File: src/rtl/vga_pkg.sv
// Shared VGA 640x480 timing constants, glyph block size and position limits.
// Pure declarations: no logic, no latency, no backpressure.
// The position word layout is shared by the controller and the renderer.
package vga_pkg;

  localparam int H_ACTIVE     = 640;
  localparam int H_SYNC_START = 656;
  localparam int H_SYNC_END   = 752;
  localparam int H_TOTAL      = 800;

  localparam int V_ACTIVE     = 480;
  localparam int V_SYNC_START = 490;
  localparam int V_SYNC_END   = 492;
  localparam int V_TOTAL      = 525;

  localparam int OBJ_W = 141;
  localparam int OBJ_H = 40;

  // Largest top-left coordinate that keeps the block inside the active area.
  function automatic int axis_max(input int active, input int obj);
    return active - obj;
  endfunction

  localparam int XMAX = axis_max(H_ACTIVE, OBJ_W);
  localparam int YMAX = axis_max(V_ACTIVE, OBJ_H);

  typedef struct packed {
    logic [15:0] y;
    logic [15:0] x;
  } center_t;

endpackage

File: src/rtl/vga_bounce_axis.sv
// One bounce axis: position register plus direction bit, clamped at 0 and MAX.
// Latency: position updates on the clock after load_en or step_en.
// No backpressure: load_en wins over step_en; both are single-cycle strobes.
module vga_bounce_axis #(
  parameter int MAX       = 499,
  parameter int STEP      = 1,
  parameter int RESET_POS = 0
) (
  input  logic        pclk,
  input  logic        rst,
  input  logic        step_en,
  input  logic        load_en,
  input  logic [15:0] load_pos,
  output logic [15:0] pos
);

  localparam logic [16:0] MAX17  = 17'(MAX);
  localparam logic [16:0] STEP17 = 17'(STEP);
  localparam logic [15:0] MAX16  = 16'(MAX);
  localparam logic [15:0] STEP16 = 16'(STEP);

  logic        dir_neg;
  logic [16:0] pos_ext;
  logic [16:0] sum;
  logic [15:0] nxt_pos;
  logic        nxt_dir;

  // 17-bit arithmetic so a step past 0xFFFF can never wrap back into range.
  always_comb begin
    pos_ext = {1'b0, pos};
    sum     = pos_ext + STEP17;
    nxt_pos = pos;
    nxt_dir = dir_neg;
    if (!dir_neg) begin
      if (sum >= MAX17) begin
        nxt_pos = MAX16;
        nxt_dir = 1'b1;
      end else begin
        nxt_pos = sum[15:0];
      end
    end else begin
      if (pos_ext <= STEP17) begin
        nxt_pos = 16'd0;
        nxt_dir = 1'b0;
      end else begin
        nxt_pos = pos - STEP16;
      end
    end
  end

  always_ff @(posedge pclk) begin
    if (rst) begin
      pos     <= 16'(RESET_POS);
      dir_neg <= 1'b0;
    end else if (load_en) begin
      pos <= load_pos;
    end else if (step_en) begin
      pos     <= nxt_pos;
      dir_neg <= nxt_dir;
    end
  end

endmodule

File: src/rtl/vga_center_ctrl.sv
// Frame-synchronous glyph position controller: held request or auto-bounce.
// Latency: center/update change one cycle after the vsync falling edge.
// Backpressure: req_ready low while a request is pending until the next tick.
module vga_center_ctrl #(
  parameter int H_ACTIVE  = vga_pkg::H_ACTIVE,
  parameter int V_ACTIVE  = vga_pkg::V_ACTIVE,
  parameter int OBJ_W     = vga_pkg::OBJ_W,
  parameter int OBJ_H     = vga_pkg::OBJ_H,
  parameter int STEP_X    = 1,
  parameter int STEP_Y    = 1,
  parameter int FRAME_DIV = 1,
  parameter int RESET_X   = 0,
  parameter int RESET_Y   = 0
) (
  input  logic        pclk,
  input  logic        rst,
  input  logic        vga_vs,
  input  logic        auto_en,
  input  logic        req_valid,
  input  logic [31:0] req_center,
  output logic        req_ready,
  output logic [31:0] center,
  output logic        update
);

  import vga_pkg::*;

  localparam int          X_LIMIT  = axis_max(H_ACTIVE, OBJ_W);
  localparam int          Y_LIMIT  = axis_max(V_ACTIVE, OBJ_H);
  localparam logic [15:0] X_LIM16  = 16'(X_LIMIT);
  localparam logic [15:0] Y_LIM16  = 16'(Y_LIMIT);
  localparam logic [15:0] DIV_LAST = 16'(FRAME_DIV - 1);

  center_t     req_c;
  center_t     pend_c;
  logic        pend_valid;
  logic        vs_q;
  logic        tick;
  logic        accept;
  logic        load_en;
  logic        step_en;
  logic        div_hit;
  logic [15:0] div_cnt;
  logic [15:0] x_pos;
  logic [15:0] y_pos;
  logic [15:0] clamp_x;
  logic [15:0] clamp_y;

  assign req_c     = req_center;
  assign tick      = vs_q & ~vga_vs;
  assign req_ready = ~rst & ~pend_valid;
  assign accept    = req_valid & req_ready;
  assign clamp_x   = (req_c.x > X_LIM16) ? X_LIM16 : req_c.x;
  assign clamp_y   = (req_c.y > Y_LIM16) ? Y_LIM16 : req_c.y;

  // A pending request always beats auto motion at the same tick.
  assign div_hit = (div_cnt == DIV_LAST);
  assign load_en = tick & pend_valid;
  assign step_en = tick & ~pend_valid & auto_en & div_hit;

  always_ff @(posedge pclk) begin
    if (rst) begin
      vs_q       <= 1'b0;
      pend_valid <= 1'b0;
      pend_c     <= '0;
      div_cnt    <= 16'd0;
      update     <= 1'b0;
    end else begin
      vs_q   <= vga_vs;
      update <= load_en | step_en;
      if (load_en) begin
        pend_valid <= 1'b0;
      end else if (accept) begin
        pend_valid <= 1'b1;
      end
      if (accept) begin
        pend_c.x <= clamp_x;
        pend_c.y <= clamp_y;
      end
      if (tick) begin
        if (pend_valid || !auto_en || div_hit) begin
          div_cnt <= 16'd0;
        end else begin
          div_cnt <= div_cnt + 16'd1;
        end
      end
    end
  end

  vga_bounce_axis #(
    .MAX       (X_LIMIT),
    .STEP      (STEP_X),
    .RESET_POS (RESET_X)
  ) u_axis_x (
    .pclk     (pclk),
    .rst      (rst),
    .step_en  (step_en),
    .load_en  (load_en),
    .load_pos (pend_c.x),
    .pos      (x_pos)
  );

  vga_bounce_axis #(
    .MAX       (Y_LIMIT),
    .STEP      (STEP_Y),
    .RESET_POS (RESET_Y)
  ) u_axis_y (
    .pclk     (pclk),
    .rst      (rst),
    .step_en  (step_en),
    .load_en  (load_en),
    .load_pos (pend_c.y),
    .pos      (y_pos)
  );

  assign center = {y_pos, x_pos};

endmodule

File: config.mk
export PLATFORM = sky130hd
export DESIGN_NAME = vga_center_ctrl
export DESIGN_NICKNAME = d
export VERILOG_FILES = /design/src/rtl/vga_pkg.sv /design/src/rtl/vga_bounce_axis.sv /design/src/rtl/vga_center_ctrl.sv
export SDC_FILE = /design/constraint.sdc
export NUM_CORES = 1
export LEC_CHECK = 0
export CELL_PAD_IN_SITES_DETAIL_PLACEMENT = 1
export CELL_PAD_IN_SITES_GLOBAL_PLACEMENT = 1
export CORE_UTILIZATION = 40
export CTS_CLUSTER_DIAMETER = 120
export DETAILED_ROUTE_END_ITERATION = 10
export PLACE_DENSITY_LB_ADDON = 0.1
export SLEW_MARGIN = 20
export SYNTH_ARGS = -nofsm -noshare
export SYNTH_HDL_FRONTEND = slang
export SYNTH_HIERARCHICAL = 1
export SYNTH_SLANG_ARGS = --single-unit
File: constraint.sdc
create_clock -name pclk -period 6.5 [get_ports pclk]
set_input_delay 1.3 -clock pclk [delete_from_list [all_inputs] [get_ports pclk]]
set_output_delay 1.3 -clock pclk [all_outputs]
set_load 0.1 [all_outputs]
==> impl_metrics.csv <==
group,metric,value,unit
status,outcome,"completed",
worst_setup_path,worstSetupPathType,"primary input to flip-flop",
route,vias,5316,
synth,synthTopCellsByArea,"dfxtp_1 31%, nor2_1 5.0%, xor2_1 3.2%",
clock_tree,clock_latency,340,ps
worst_setup_path,r2r_start,"div_cnt[0]",
job,cap_viol_max_count,0,
global_route,grt_overflow,0,
timing,clock_skew,9.98,ps
worst_setup_path,cp-start-kind,"primary input",
floorplan,coreArea,0.0134,sq mm
placed_design,io_buffers,70,
placed_design,place_area,0.00617,sq mm
floorplan,die_h,120,um
synth,synth.area.mux_share,1.85,%
global_route,grt_pass1_wl,27600,um
clock_tree,root_buffer,"clkbuf_16",
worst_setup_path,worstPathMaxFanout,38,
worst_setup_path,worstPathRequired,6780,ps
clock_tree,clockBufferDepth,2,
pwr,p_leak,2.32,nW
timing,hold_viol,0,
global_route,antenna_found_initial,0,
clock_tree,post_cts_buffers,0,
synth,async_flop_share,0,%
timing,rsz0062_at_grt,"no",
floorplan,row_count,42,
worst_setup_path,timing.rr.end,"u_axis_y/pos[2]",
route,avgRoutedWirePerCell,18.9,um
cells_and_area,instances_no_fill,889,
synth,syn_area_per_cell,8.25,sq um
worst_setup_path,cp.arrival,4170,ps
worst_hold_path,hold_path_class,"flip-flop to flip-flop",
synth,synth-seq-cells,85,
floorplan,die-area,0.0143,sq mm
worst_setup_path,worst_setup_path_end_kind,"flip-flop",
synth,syn_inst,672,
route,ant_nets,0,
synth,yosys.area.top_type,"dfxtp_1",
timing,setup_slack,2610,ps
placed_design,gp_congestion,0.886,
clock_tree,htree_num_levels,3,
cells_and_area,nets,754,
route,drc,0,
timing,tightest_slew,973,ps
global_route,grt.total_usage,23.9,%
cells_and_area,area_delta_synth_final,16.2,%
synth,synth_top_area_share,30.7,%
floorplan,start_util,41.4,%
route,initialDrtViolationCount,328,
clock_tree,post_cts_resized,0,
route,drtPass1Iterations,5,
placed_design,dp.final_hpwl,11900,um
floorplan,pin_count,71,
synth,synth_compound_area_share,22.5,%
route,routed_wl,16800,um
cells_and_area,stdcell_area,0.00645,sq mm
pwr,ir_drop,0.000121,V
synth,synth_ff_type,"dfxtp_1",
synth,synthAdderAreaFrac,2.03,%
synth,synth_edf_count,0,
clock_tree,cts_buffers,9,
worst_setup_path,rr_worst_depth,11,
clock_tree,cts_tree,"built",
placed_design,place_ws,2320,ps
worst_setup_path,r2r_slack,3230,ps
route,via_per_inst,5.98,
synth,synth_nets,718,
synth,netlist_area,0.00555,sq mm
timing,drv_slew,0,
floorplan,die_w,120,um
cells_and_area,num_antenna_cells,0,
timing,fin_tns_setup,0,ps
global_route,grt_pass1_vias,5443,
timing,period_needed,3890,ps
cells_and_area,drive_gt1_share,8.13,%
synth,synthDistinctLibCells,93,
clock_tree,numClockSinks,85,
synth,synth-seq-area-share,30.7,%
global_route,grt_max_degree,47,
synth,yosys.area_share.simple,30.8,%
pwr,power,1.26,mW
timing,max_freq,257,MHz
synth,synth_top_family_by_area,"simple AND/OR/NAND/NOR gates",
worst_hold_path,hp-start,"pend_c[9]",
timing,slew_headroom,34.9,%
worst_hold_path,holdPathStages,1,
timing,setup_violations,0,
placed_design,placed_cells,873,
timing,finalCritPeriodShare,59.9,%
clock_tree,ctsHoldBuffers,0,
synth,yosysWarnings,6,
clock_tree,cts.clk_slew.worst_paths,60,ps
pwr,p_per_area,195,mW/mm^2
synth,synthXorXnorAreaFrac,5.21,%
worst_hold_path,hold_end,"pend_c[9]",
## sequential cells by signal (all words and copies together) (netlist names)
| signal | flops |
|---|---|
| pend_valid | 1 |
| update | 1 |
| vs_q | 1 |
| u_axis_x/dir_neg | 1 |
| pend_c | 32 |
| div_cnt | 16 |
| u_axis_x/pos | 16 |
| u_axis_y/dir_neg | 1 |
| u_axis_y/pos | 16 |
## cell type report
type | count | area (sq um)
repair buffers | 74 | 728
well taps | 176 | 220
clock inverters | 4 | 31.3
flip-flops and latches | 85 | 1700
fillers | 1651 | 6950
inverters | 15 | 56.3
multi-input cells | 523 | 3460
clock buffers | 12 | 246
## cell usage in the layout, fill, tap and decap left out, drive strengths merged, types with 10 or more instances in the layout
| cell type | count |
|---|---|
| a31oi | 10 |
| nor3 | 29 |
| inv | 16 |
| xor2 | 20 |
| nor4 | 18 |
| a21oi | 33 |
| nand2b | 19 |
| nand3 | 18 |
| o21ai | 34 |
| a221oi | 11 |
| nand4 | 13 |
| and2 | 19 |
| clkbuf | 12 |
| xnor2 | 13 |
| nor2 | 75 |
| or3 | 14 |
| dfxtp | 85 |
| clkdlybuf4s50 | 69 |
| nand2 | 42 |
| a2bb2oi | 11 |
## metal layers
metal	vias up	track usage, %	share of wire, %
li1	2557	-	-
met1	2620	30.9	46
met2	119	40.5	48
met3	20	3.85	3.9
met4	0	7.66	1.6
met5	-	0	0
## cell families (layout without fill, tap and decap cells)
group | after synthesis | count (layout)
and+or+nand+nor | 298 | 298
AOI/OAI and AO/OA | 173 | 173
DFF | 85 | 85
buffers and inverters | 64 | 105
xor gates and xnor gates | 33 | 33
muxes | 10 | 10
adders and majority gates | 9 | 9
## report_power, final
part | switching (mW) | leakage (nW) | internal [mW]
combinational | 0.129 | 1.51 | 0.0800
sequential | 0.0259 | 0.690 | 0.536
clock | 0.213 | 0.125 | 0.271
## metrics by stage
stage / hold slack (ps) / utilization (%)
after floorplan: 424 / -
after global placement: 442 / 46.0
after detailed placement: 450 / 46.0
after CTS: 469 / 48.1
after global routing: 482 / 48.1
final: 466 / 48.1
## Yosys cell counts, types with 7 or more instances
| master | n |
|---|---|
| o21ai_0 | 28 |
| nor3b_1 | 9 |
| buf_4 | 7 |
| xnor2_1 | 13 |
| dfxtp_1 | 85 |
| nor2_1 | 74 |
| and2_1 | 18 |
| mux2i_1 | 8 |
| clkbuf_1 | 22 |
| xor2_1 | 20 |
| inv_1 | 15 |
| nor3_1 | 24 |
| nor2b_1 | 9 |
| buf_6 | 9 |
| a2bb2oi_1 | 11 |
| a21oi_1 | 33 |
| a221oi_1 | 10 |
| or3_1 | 10 |
| nand3_1 | 15 |
| nand4_1 | 11 |
| ha_1 | 9 |
| a31oi_1 | 8 |
| nand2b_1 | 19 |
| nand2_1 | 42 |
| nor4_1 | 16 |
## worst max path at each step
stage | startpoint | to | depth (start not counted)
final | vga_vs | u_axis_y/pos[2] | 10
after global routing | vga_vs | u_axis_y/pos[8] | 8
after CTS | rst | req_ready | 4
after detailed placement | vga_vs | u_axis_y/pos[8] | 8
after global placement | vga_vs | u_axis_x/pos[6] | 8
after floorplan | rst | req_ready | 2
## critical path, stage by stage
cell and delay, ps:
clkdlybuf4s50_1 460, nand2b_1 260, nor2_1 120, and2_1 120, buf_4 380, inv_1 330, nor2_1 340, nand3_1 250
nor4_4 430, a32o_1 170
No activity file was read; power rests on OpenSTA's default activity.
